**config.mk**
```make
export PLATFORM = sky130hd
export DESIGN_NAME = mem_access_unit
export DESIGN_NICKNAME = d
export VERILOG_FILES = /design/src/rtl/mem_access_unit.sv
export SDC_FILE = /design/constraint.sdc
export NUM_CORES = 1
export LEC_CHECK = 0
export ABC_AREA = 1
export CAP_MARGIN = 20
export CORE_ASPECT_RATIO = 1.1
export CORE_MARGIN = 5
export CORE_UTILIZATION = 43
export DETAILED_ROUTE_END_ITERATION = 10
export PLACE_DENSITY = 0.87
export SYNTH_ARGS = -nofsm -noshare
export SYNTH_HDL_FRONTEND = slang
export SYNTH_SLANG_ARGS = --single-unit
```
**constraint.sdc**
```tcl
create_clock -name clk -period 5.9 [get_ports clk]
set_input_delay 1.18 -clock clk [delete_from_list [all_inputs] [get_ports clk]]
set_output_delay 1.18 -clock clk [all_outputs]
set_load 0.02 [all_outputs]
```
**src/rtl/mem_access_unit.sv**
```systemverilog
// -----------------------------------------------------------------------------
// mem_access_unit
//
// MEM-stage initiator for a word-addressed data memory (synchronous write,
// combinational read while mem_read=1). Handles byte/halfword/word loads and
// stores coming out of the EX/MEM pipeline register:
//   - byte address -> word index translation for the memory port
//   - lane selection and sign/zero extension of load data (latency 1)
//   - word stores written straight through in a single cycle
//   - byte/half stores done as a two-cycle read-modify-write (one stall cycle)
//   - rejection of misaligned, out-of-range and malformed requests
//
// Ports:
//   clk          in   system clock, all state updates on posedge
//   rst_n        in   asynchronous active-low reset
//   req_valid    in   request present this cycle
//   req_read     in   load request
//   req_write    in   store request
//   req_size     in   [1:0] 00 byte, 01 half, 10 word, 11 illegal
//   req_unsigned in   1 = zero-extend loads, 0 = sign-extend
//   req_addr     in   [31:0] byte address
//   req_wdata    in   [31:0] store data, right-justified for sub-word sizes
//   stall        out  hold the pipeline (request must stay stable while high)
//   load_data    out  [31:0] extended load result
//   load_valid   out  one-cycle pulse, load_data valid
//   access_err   out  one-cycle pulse, request rejected
//   err_addr     out  [31:0] address of the last rejected request
//   mem_addr     out  [31:0] word index to data memory
//   mem_read     out  MemRead strobe
//   mem_write    out  MemWrite strobe
//   mem_wdata    out  [31:0] writeData to data memory
//   mem_rdata    in   [31:0] readData from data memory
// -----------------------------------------------------------------------------
module mem_access_unit #(
  parameter int unsigned DEPTH      = 32,
  parameter bit          BIG_ENDIAN = 1'b0
) (
  input  logic        clk,
  input  logic        rst_n,
  input  logic        req_valid,
  input  logic        req_read,
  input  logic        req_write,
  input  logic [1:0]  req_size,
  input  logic        req_unsigned,
  input  logic [31:0] req_addr,
  input  logic [31:0] req_wdata,
  output logic        stall,
  output logic [31:0] load_data,
  output logic        load_valid,
  output logic        access_err,
  output logic [31:0] err_addr,
  output logic [31:0] mem_addr,
  output logic        mem_read,
  output logic        mem_write,
  output logic [31:0] mem_wdata,
  input  logic [31:0] mem_rdata
);

  localparam logic [1:0] SZ_BYTE = 2'b00;
  localparam logic [1:0] SZ_HALF = 2'b01;
  localparam logic [1:0] SZ_WORD = 2'b10;

  typedef enum logic {
    S_IDLE   = 1'b0,
    S_RMW_WR = 1'b1
  } state_t;

  state_t      r_state;
  state_t      w_state_nxt;

  logic [31:0] w_word_idx;
  logic        w_in_range;
  logic        w_aligned;
  logic        w_one_op;
  logic        w_legal;
  logic        w_illegal;
  logic [1:0]  w_byte_lane;
  logic        w_half_lane;

  logic        w_load_fire;
  logic        w_err_fire;
  logic        w_rmw_start;

  logic [31:0] r_rmw_idx_p1;
  logic [31:0] r_rmw_data_p1;

  // Pick the addressed byte/half out of a word and extend it to 32 bits.
  function automatic logic [31:0] f_load_extend(
    input logic [31:0] word,
    input logic [1:0]  size,
    input logic [1:0]  blane,
    input logic        hlane,
    input logic        uns
  );
    logic [7:0]  b;
    logic [15:0] h;
    logic [31:0] res;
    b = word[{blane, 3'b000} +: 8];
    h = word[{hlane, 4'b0000} +: 16];
    case (size)
      SZ_BYTE: res = uns ? {24'h0, b} : {{24{b[7]}}, b};
      SZ_HALF: res = uns ? {16'h0, h} : {{16{h[15]}}, h};
      default: res = word;
    endcase
    return res;
  endfunction

  // Insert the low byte/half of the store data into the addressed lane of the
  // current memory word, leaving every other lane untouched.
  function automatic logic [31:0] f_store_merge(
    input logic [31:0] old_word,
    input logic [1:0]  size,
    input logic [1:0]  blane,
    input logic        hlane,
    input logic [31:0] wdata
  );
    logic [31:0] res;
    res = old_word;
    case (size)
      SZ_BYTE: res[{blane, 3'b000} +: 8]  = wdata[7:0];
      SZ_HALF: res[{hlane, 4'b0000} +: 16] = wdata[15:0];
      default: res = wdata;
    endcase
    return res;
  endfunction

  // Request decode
  assign w_word_idx  = {2'b00, req_addr[31:2]};
  assign w_in_range  = (w_word_idx < DEPTH);
  assign w_one_op    = req_read ^ req_write;
  assign w_byte_lane = BIG_ENDIAN ? ~req_addr[1:0] : req_addr[1:0];
  assign w_half_lane = BIG_ENDIAN ? ~req_addr[1]   : req_addr[1];

  always_comb begin
    w_aligned = 1'b0;
    case (req_size)
      SZ_BYTE: w_aligned = 1'b1;
      SZ_HALF: w_aligned = ~req_addr[0];
      SZ_WORD: w_aligned = (req_addr[1:0] == 2'b00);
      default: w_aligned = 1'b0;
    endcase
  end

  assign w_legal   = req_valid & w_one_op & (req_size != 2'b11) & w_aligned & w_in_range;
  assign w_illegal = req_valid & ~w_legal;

  // Next-state and memory-port control
  always_comb begin
    w_state_nxt = r_state;
    stall       = 1'b0;
    mem_read    = 1'b0;
    mem_write   = 1'b0;
    mem_addr    = w_word_idx;
    mem_wdata   = req_wdata;
    w_load_fire = 1'b0;
    w_err_fire  = 1'b0;
    w_rmw_start = 1'b0;

    case (r_state)
      S_IDLE: begin
        if (w_legal) begin
          if (req_read) begin
            mem_read    = 1'b1;
            w_load_fire = 1'b1;
          end else if (req_size == SZ_WORD) begin
            mem_write = 1'b1;
          end else begin
            // Sub-word store: read the old word now, write the merge next cycle.
            mem_read    = 1'b1;
            stall       = 1'b1;
            w_rmw_start = 1'b1;
            w_state_nxt = S_RMW_WR;
          end
        end else if (w_illegal) begin
          w_err_fire = 1'b1;
        end
      end
      S_RMW_WR: begin
        // Request inputs are deliberately ignored here.
        mem_write   = 1'b1;
        mem_addr    = r_rmw_idx_p1;
        mem_wdata   = r_rmw_data_p1;
        w_state_nxt = S_IDLE;
      end
      default: w_state_nxt = S_IDLE;
    endcase

    // Reset must keep strobes off even before the state register settles, so a
    // read-modify-write caught by reset never commits its write.
    if (!rst_n) begin
      stall     = 1'b0;
      mem_read  = 1'b0;
      mem_write = 1'b0;
    end
  end

  // Stage p0 -> p1: state, response pulses and load result
  always_ff @(posedge clk or negedge rst_n) begin
    if (!rst_n) begin
      r_state    <= S_IDLE;
      load_data  <= 32'h0;
      load_valid <= 1'b0;
      access_err <= 1'b0;
      err_addr   <= 32'h0;
    end else begin
      r_state    <= w_state_nxt;
      load_valid <= w_load_fire;
      access_err <= w_err_fire;
      if (w_load_fire) begin
        load_data <= f_load_extend(mem_rdata, req_size, w_byte_lane, w_half_lane, req_unsigned);
      end
      if (w_err_fire) begin
        err_addr <= req_addr;
      end
    end
  end

  // Stage p0 -> p1: read-modify-write payload (only consumed in S_RMW_WR)
  always_ff @(posedge clk) begin
    if (w_rmw_start) begin
      r_rmw_idx_p1  <= w_word_idx;
      r_rmw_data_p1 <= f_store_merge(mem_rdata, req_size, w_byte_lane, w_half_lane, req_wdata);
    end
  end

endmodule

```
---- Word-level counts from Yosys, hierarchy flattened ----
Cells that the tools add are included.
cells by class
  $add $sub $neg .......................... 2
  $lt $le $gt $ge ......................... 1
  eq/ne operators ......................... 3
  shift operators ......................... 6
  mux-type cells .......................... 30
  bitwise logic cells ..................... 9
  reduce and logical (&&, ||, !) cells .... 2
operator list
  kind                                                                            number
  32-bit case mux with 2 select lines                                             2
  32-bit two-way mux                                                              3
  32-bit bitwise mux                                                              2
  16-bit by 7-bit variable shift with 32-bit output (first input constant)        1
  8-bit by 7-bit variable shift with 32-bit output (first input constant)         1
  16-bit by 7-bit variable part select with 32-bit output                         1
  32-bit by 6-bit variable part select with 16-bit output                         1
  32-bit by 6-bit variable part select with 8-bit output                          1
  8-bit by 7-bit variable part select with 32-bit output                          1
  30-bit by 6-bit less-than comparator with 1-bit output (second input constant)  1
  30-bit two-way mux                                                              1
  1-bit two-way mux                                                               19
  5-bit negator with 7-bit output                                                 2
  1-bit AND                                                                       5
  2-bit zero test                                                                 2
  1-bit case mux with 2 select lines                                              2
  1-bit inverter                                                                  3
  1-bit case mux with 3 select lines                                              1
  2-bit by 1-bit equality test with 1-bit output (second input constant)          1
  2-bit equality test (second input constant)                                     1
  2-bit inequality test (second input constant)                                   1
  1-bit bitwise XOR                                                               1
storage, ports and cells
  register bits ........................... 129
  input port bits ......................... 104
  output and inout port bits .............. 133
  logic and storage cells ................. 60

---- Logic depth before layout (Yosys ltp) ----
Gate-level depths: netlist of run 1.
  depth in word-level cells ............... 10
  depth in mapped cells ................... 14
  gate-level depth less buffers ........... 10

---- Least setup slack after synthesis of run 1 ----
OpenSTA, ideal clock, no wires.
  path kind ............................... in2reg
  from .................................... input req_addr[0]
  to ...................................... register r_state
  setup time .............................. 0.566 ns
  data arrival time ....................... 6.550 ns
  required time ........................... 5.334 ns
  path slack .............................. -1.216 ns
  stages .................................. 9
  buffers on the path ..................... 3
  cell sequence ........................... buf_2 inv_1 buf_2 ha_1 buf_4 nand2_1 nand2_1 nand3_1 nor3_1
on the way
  cells in the longest elaborated chain, start to end .. 6
  elaborated cells between the ends (all ways) .. 7
  those cells by class .................... mux (3); bitwise (3); reduce/logical (1)
ends and longest elaborated chain
  item                                                      line      text
  from (decl)                                               45        input logic [31:0] req_addr,
  2-bit zero test / 1-bit inverter (equally long branches)  139, 138
  1-bit case mux with 3 select lines *                      136       case (req_size)
  1-bit AND * (2 in series)                                 144       assign w_legal = req_valid & w_one_op & (req_size != 2'b11) & w_aligned & w_in_range;
  1-bit two-way mux *                                       161       if (w_legal) begin
  1-bit case mux with 2 select lines *                      159       case (r_state)
  to (signal assigned)                                      206       r_state <= w_state_nxt;
  to (decl)                                                 68        state_t r_state;
Every way passes the cells marked *; elsewhere a longest branch is shown, timed or not.
A chain may end at the register's enable or synchronous reset.

---- Worst setup path after layout of run 1 ----
  from .................................... input req_addr[0]
  to ...................................... output mem_write
on the way
  cells in the longest elaborated chain, start to end .. 7
  elaborated cells between the ends (all ways) .. 8
  those cells by class .................... mux (4); bitwise (3); reduce/logical (1)
ends and longest elaborated chain
  item                                                      line      text
  2-bit zero test / 1-bit inverter (equally long branches)  139, 138
  1-bit case mux with 3 select lines *                      136
  1-bit AND * (2 in series)                                 144
  1-bit two-way mux *                                       161
  1-bit case mux with 2 select lines *                      159
  1-bit two-way mux *                                       190       if (!rst_n) begin
  to (decl)                                                 54        output logic mem_write,
Marked as above.

==> results.ini, run 1 <==
[synth]
synth_top_area_frac=0.250
synth_flop_cell=dfrtp_1
synthAdderAreaFrac=0.00839
yosys-top-cells-area=edfxtp_1 25%, dfrtp_1 22%, nand2_1 18%
yosysTopAreaCell=edfxtp_1
async_flop_share=0.519
synthXorXnorAreaFrac=0
ys_warn_count=0
synth_compound_area_frac=0.125
yosys-top-cells-count=349 x nand2_1, 110 x inv_1, 67 x dfrtp_1, 63 x nand3_1, 62 x edfxtp_1
synth_simple_gate_area_frac=0.291
netlist_area_sq_um=7450
synthDistinctLibCells=33
syn-instance-count=994
synth-seq-area-share=0.475
synthMuxAreaShare=0
synth.ff_latch_count=129
synth_edf_count=62
syn_avg_cell_area_sq_um=7.50
synth_top_family_by_area=simple AND/OR/NAND/NOR gates
synth.most_common_cell=nand2_1

[status]
status=complete, no violations

[sta]
setup_viol=0
max-slew-margin-rel=0.391
finalMaxSlewViolations=0
hold_violations=0
rsz0062_at_grt=false
fin_crit_sh=0.854
clock-skew-final_ns=0.00598
fmax_mhz=199
layout_min_cycle_time_ns=5.04
worstMarginPinSlew_ns=0.914
fin_setup_tns_ns=0

[finish]
final_nets=1307
area_growth_pct=40.5
n_fill_cell=1538
drive_gt1_frac=0.0537
seq_area_sq_um=3540
multiInputGateArea_sq_um=3180

[cts]
root_buffer=clkbuf_16
holdBufCountCts=0
cts_buffers=17
clkTransAtPathRegs_ns=0.06
clockBufferDepth=2
clkSinkCount=129
clock_latency_ns=0.42
cts-htree-levels=4
ctsResizeCount=0
post_cts_buffers=0
tritoncts=built

[drt]
vias_per_cell=5.36
ant_nets=0
num_vias=7751
drt-total-wl_um=26400
drc=0
wl_per_cell_um=18.2
dr.pass1.iters=5
drt_iter0_markers=669

[global_routing]
gr-total-overflow=0
grt_max_degree=101
grt_antenna_before_repair=2
grt_pass1_wl_um=41400
grt_use_total=0.262
grt_pass1_vias=7715

[place]
dp_hpwl_um=19400
place_congestion=0.936
io_buffers=234

[critical_path]
cp.required_ns=4.72
end_kind=primary output
worst-r2r-cell-count=5
startpoint_type=input pin
crit_path_max_fanout=16
ff2ff_setup_slack_ns=3.53
cp_data_arrival_time_ns=3.86
crit_type=in2out

[power]
ir_worst_vdd_v=0.000203
power_mw=2.47
leakage_nw=4.78
p_per_area_nw_per_um2=236

[floorplanning]
start_util=0.438
core_area_sq_um=17000
die_h_um=148
die_area_sq_um=20100
die_w_um=136
rows=50
ios=237

[hold_path]
whs_path_depth=2
hp-class=reg2reg

[flow_run]
drv_cap=0

worst paths after layout:
path,startpoint,end
max reg2reg,r_state$_DFF_PN0_,err_addr[20]$_DFFE_PN0P_
min reg2reg,err_addr[6]$_DFFE_PN0P_,err_addr[6]$_DFFE_PN0P_
max,req_addr[0],mem_write
min,err_addr[6]$_DFFE_PN0P_,err_addr[6]$_DFFE_PN0P_
min in group asynchronous,rst_n,err_addr[7]$_DFFE_PN0P_
max in group asynchronous,rst_n,load_data[5]$_DFFE_PN0P_
kinds of logic (layout without fill, tap and decap cells):
| logic type | Yosys count | in the layout |
|---|---|---|
| buf+inv | 180 | 396 |
| flops | 129 | 129 |
| compound gates | 161 | 161 |
| other cells | 1 | 3 |
| fa+ha+maj | 5 | 5 |
| simple gates | 518 | 518 |
report_power, final:
part	internal (mW)	switching (mW)	total [mW]
clock network	0.610	0.430	1.04
registers	0.967	0.0111	0.978
logic	0.194	0.257	0.451
layer usage:
layer  vias up  track usage  routed length (um)
met5         -            0                  13
met4         2       0.0887                 754
met3        52       0.0704                2440
met2       368        0.430               12700
met1      3644        0.337               10500
li1       3685            -                   -
area by class of cell:
type,instances,share of cell area
Tap cell,234,0.0280
Sequential cell,129,0.338
Inverter,117,0.0420
Clock inverter,14,0.0120
Multi-Input combinational cell,686,0.304
Timing Repair Buffer,247,0.233
Antenna cell,1,0.000239
Clock buffer,18,0.0430
stage by stage:
step,hold slack [ns],cell area (sq um),worst slack [ns],instances,utilization
4_1_cts,0.473,10500,0.879,1445,0.615
5_1_grt,0.497,10500,0.728,1445,0.615
3_3_place_gp,0.455,9890,1.02,1413,0.581
2_1_floorplan,0.579,7460,0.697,995,-
6_report,0.471,10500,0.863,1446,0.615
3_5_place_dp,0.459,9890,0.891,1413,0.581
worst max-delay path: stages:
cell and delay, ns:
clkdlybuf4s50_1 0.43, inv_1 0.06, buf_4 0.20, ha_1 0.40, nand2_1 0.15, nand2_1 0.13, nand3_1 0.24, nor2_4 0.19
nor2_1 0.05, nor3_1 0.18, clkdlybuf4s50_1 0.65
registers in the layout, summed over array words and instances, names as in the netlist:
register       count
access_err         1
r_rmw_idx_p1      30
load_data         32
r_rmw_data_p1     32
r_state            1
err_addr          32
load_valid         1
cells in the final DEF (no fill, tap or decap), types with 3 or more instances in the layout:
cell type / count
a21oi_1: 47
buf_4: 14
clkbuf_16: 18
clkdlybuf4s50_1: 233
dfrtp_1: 66
edfxtp_1: 62
ha_1: 5
inv_1: 110
inv_2: 6
inv_4: 3
inv_6: 3
nand2_1: 349
nand2_2: 3
nand3_1: 63
nand3_2: 3
nand4_1: 32
nor2_1: 57
o211ai_1: 11
o21ai_0: 53
o21ai_1: 8
o221ai_1: 8
o22ai_1: 23
o32ai_1: 9
No activity file was read; power rests on OpenSTA's default activity.
==> inputs of run 2 (changes only) <==
--- a/config.mk
+++ b/config.mk
@@ -6,12 +6,11 @@
 export NUM_CORES = 1
 export LEC_CHECK = 0
 export ABC_AREA = 1
-export CAP_MARGIN = 20
 export CORE_ASPECT_RATIO = 1.1
 export CORE_MARGIN = 5
-export CORE_UTILIZATION = 43
+export CORE_UTILIZATION = 34
 export DETAILED_ROUTE_END_ITERATION = 10
-export PLACE_DENSITY = 0.87
+export PLACE_DENSITY = 0.73
 export SYNTH_ARGS = -nofsm -noshare
 export SYNTH_HDL_FRONTEND = slang
 export SYNTH_SLANG_ARGS = --single-unit
==> run 2 against run 1 <==
  * First-iteration DRC count shrank 28%
  * Clock power grew 13%
  * Fmax shrank 1.7%
  * Flip-flop and latch count is the same
  * Critical path depth shrank 3
  * Clock skew grew 0.0025 ns
  * Clock-buffer cell count is the same
  * Sequential share of layout area shrank 0.43 points
  * Largest cell class unchanged
  * Largest power group unchanged
==> results.ini, run 2 (synthesis gave the netlist of run 1 again) <==
[drt]
ant_nets=0  ; unchanged
vias_per_cell=5.06  ; was 5.36
drc=0  ; unchanged
num_vias=7601  ; was 7,751
wl_per_cell_um=18.1  ; was 18.2 um
drt_iter0_markers=483  ; was 669
dr.pass1.iters=5  ; unchanged
drt-total-wl_um=27200  ; was 26,400 um

[finish]
stdcell_count=1501  ; was 1,446
area_growth_pct=42.3  ; was 40.5%
drive_gt1_frac=0.0520  ; was 0.0537
seq_area_sq_um=3540  ; unchanged
final_nets=1307  ; unchanged
fin_area_sq_um=10600  ; was 10,500 sq um
largestRegisters=err_addr x32, load_data x32, r_rmw_data_p1 x32  ; unchanged
layout_commonest_cell=nand2_1  ; unchanged
multiInputGateArea_sq_um=3180  ; unchanged
final_util=0.494  ; was 0.615
n_antenna_cell=0  ; was 1
mostFrequentLayoutCells=349 x nand2_1, 233 x clkdlybuf4s50_1, 110 x inv_1, 66 x dfrtp_1, 63 x nand3_1  ; unchanged
n_fill_cell=2128  ; was 1,538

[sta]
fin_crit_sh=0.869  ; was 0.854
clock-skew-final_ns=0.00845  ; was 0.00598 ns
max-slew-margin-rel=0.368  ; was 0.391
finalMaxSlewViolations=0  ; unchanged
worst_hold_slack_ns=0.466  ; was 0.471 ns
fmax_mhz=195  ; was 199 MHz
fin_setup_tns_ns=0  ; unchanged
worstMarginPinSlew_ns=0.948  ; was 0.914 ns
rsz0062_at_grt=false  ; unchanged
setup_viol=0  ; unchanged
layout_min_cycle_time_ns=5.12  ; was 5.04 ns
hold_violations=0  ; unchanged
setup_slack_ns=0.776  ; was 0.863 ns

[power]
power_mw=2.60  ; was 2.47 mW
leakage_nw=4.80  ; was 4.78 nW
ir_worst_vdd_v=0.000170  ; was 0.000203 V
combPwrFrac=0.174  ; was 0.183
switching_share=0.264  ; was 0.283
power.switching_uw=685  ; was 698 uW
p_per_area_nw_per_um2=245  ; was 236 nW/um^2
p_clk_frac=0.449  ; was 0.421
seqPwrFrac=0.377  ; was 0.396
p_int_mw=1.91  ; was 1.77 mW

[global_routing]
grt_pass1_vias=7333  ; was 7,715
grt_max_degree=101  ; unchanged
grt_use_met2=0.352  ; was 0.430
grt_antenna_before_repair=2  ; unchanged
use_met3=0.0663  ; was 0.0704
gr-total-overflow=0  ; unchanged
grt_busiest_layer=met2  ; unchanged
grt_pass1_wl_um=41300  ; was 41,400 um
grt_use_total=0.215  ; was 0.262
use_met1=0.272  ; was 0.337

[critical_path]
slowest_stage=clkdlybuf4s50_1  ; unchanged
rr_startpoint=r_state$_DFF_PN0_  ; unchanged
cp_top_family=buffers and inverters  ; unchanged
cp_data_arrival_time_ns=3.94  ; was 3.86 ns
critical_path.cell_chain=clkdlybuf4s50_1 > inv_2 > ha_1 > nand2_1 > nand2_1 > nand3_1 > nor4_1 > clkdlybuf4s50_1  ; was clkdlybuf4s50_1 > inv_1 > buf_4 > ha_1 > nand2_1 > nand2_1 > nand3_1 > nor2_4 > nor2_1 > nor3_1 > clkdlybuf4s50_1
crit_cells=8  ; was 11
cp-endpoint=stall  ; was mem_write
worst-r2r-cell-count=5  ; unchanged
cp.required_ns=4.72  ; about the same
crit_path_max_fanout=10  ; was 16
crit_type=in2out  ; unchanged
startpoint_type=input pin  ; unchanged
cp_slowest_stage_delay_ns=0.71  ; was 0.65 ns
ff2ff_setup_slack_ns=3.52  ; was 3.53 ns
rr_endpoint=err_addr[14]$_DFFE_PN0P_  ; was err_addr[20]$_DFFE_PN0P_
startpoint=req_addr[1]  ; was req_addr[0]
path_buf_inv=3  ; was 4
end_kind=primary output  ; unchanged

[place]
post-place-ws_ns=0.781  ; was 0.891 ns
dp.cells=1469  ; was 1,413
dpl_cell_area_sq_um=9960  ; was 9890 sq um
io_buffers=234  ; unchanged
place_congestion=1.00  ; was 0.936
dp_hpwl_um=20100  ; was 19,400 um

[floorplanning]
core_area_sq_um=21400  ; was 17,000 sq um
rows=56  ; was 50
die_area_sq_um=25000  ; was 20,100 sq um
start_util=0.348  ; was 0.438
die_w_um=151  ; was 136 um
ios=237  ; unchanged
die_h_um=165  ; was 148 um

[status]
status=complete, no violations  ; unchanged

[cts]
cts_buffers=17  ; unchanged
root_buffer=clkbuf_16  ; unchanged
clock_latency_ns=0.42  ; about the same
clkSinkCount=129  ; unchanged
clockBufferDepth=2  ; unchanged
holdBufCountCts=0  ; unchanged
post_cts_buffers=0  ; unchanged
cts-htree-levels=4  ; unchanged
tritoncts=built  ; unchanged
ctsResizeCount=0  ; unchanged
clkTransAtPathRegs_ns=0.06  ; about the same

[flow_run]
drv_cap=0  ; unchanged

[hold_path]
worstHoldStart=err_addr[7]$_DFFE_PN0P_  ; was err_addr[6]$_DFFE_PN0P_
hp-class=reg2reg  ; unchanged

run 2: layout make-up:
cell class / count / area share
timing repair buffer: 247 / 0.230
inverter: 117 / 0.0414
multi-input combinational: 686 / 0.300
tap: 290 / 0.0342
clock buffer: 18 / 0.0405
clock inverter: 14 / 0.0201
sequential: 129 / 0.334
run 2: tightest hold or removal path, cell delays in order (launching register included):
cell and delay [ns]:
dfrtp_1 0.34, nand2_1 0.05, nand2_1 0.04
run 2: how the worst min path moves through the flow:
| stage | to | slack [ns] | cells past startpoint |
|---|---|---|---|
| 3_3_place_gp | err_addr[15]$_DFFE_PN0P_ | 0.45 | 2 |
| 5_1_grt | err_addr[8]$_DFFE_PN0P_ | 0.49 | 2 |
| 3_5_place_dp | err_addr[8]$_DFFE_PN0P_ | 0.46 | 2 |
| 6_report | err_addr[7]$_DFFE_PN0P_ | 0.47 | 2 |
| 4_1_cts | err_addr[8]$_DFFE_PN0P_ | 0.47 | 2 |
| 2_1_floorplan | err_addr[0]$_DFFE_PN0P_ | 0.58 | 2 |
run 2: power by group through the flow:
stage | Sequential, mW | Combinational (mW) | Clock (mW)
6_report | 0.978 | 0.452 | 1.17
5_1_grt | 0.979 | 0.488 | 1.23
4_1_cts | 0.978 | 0.453 | 1.18
3_5_place_dp | 0.995 | 0.452 | 0
3_3_place_gp | 0.994 | 0.448 | 0
2_1_floorplan | 1.02 | 0.187 | 0
run 2: routing by layer:
| metal | part of all wire | vias up | wire [um] |
|---|---|---|---|
| met1 | 0.40 | 3539 | 10900 |
| li1 | - | 3677 | - |
| met3 | 0.10 | 43 | 2720 |
| met5 | 0.00099 | - | 27 |
| met2 | 0.47 | 338 | 12900 |
| met4 | 0.022 | 4 | 610 |
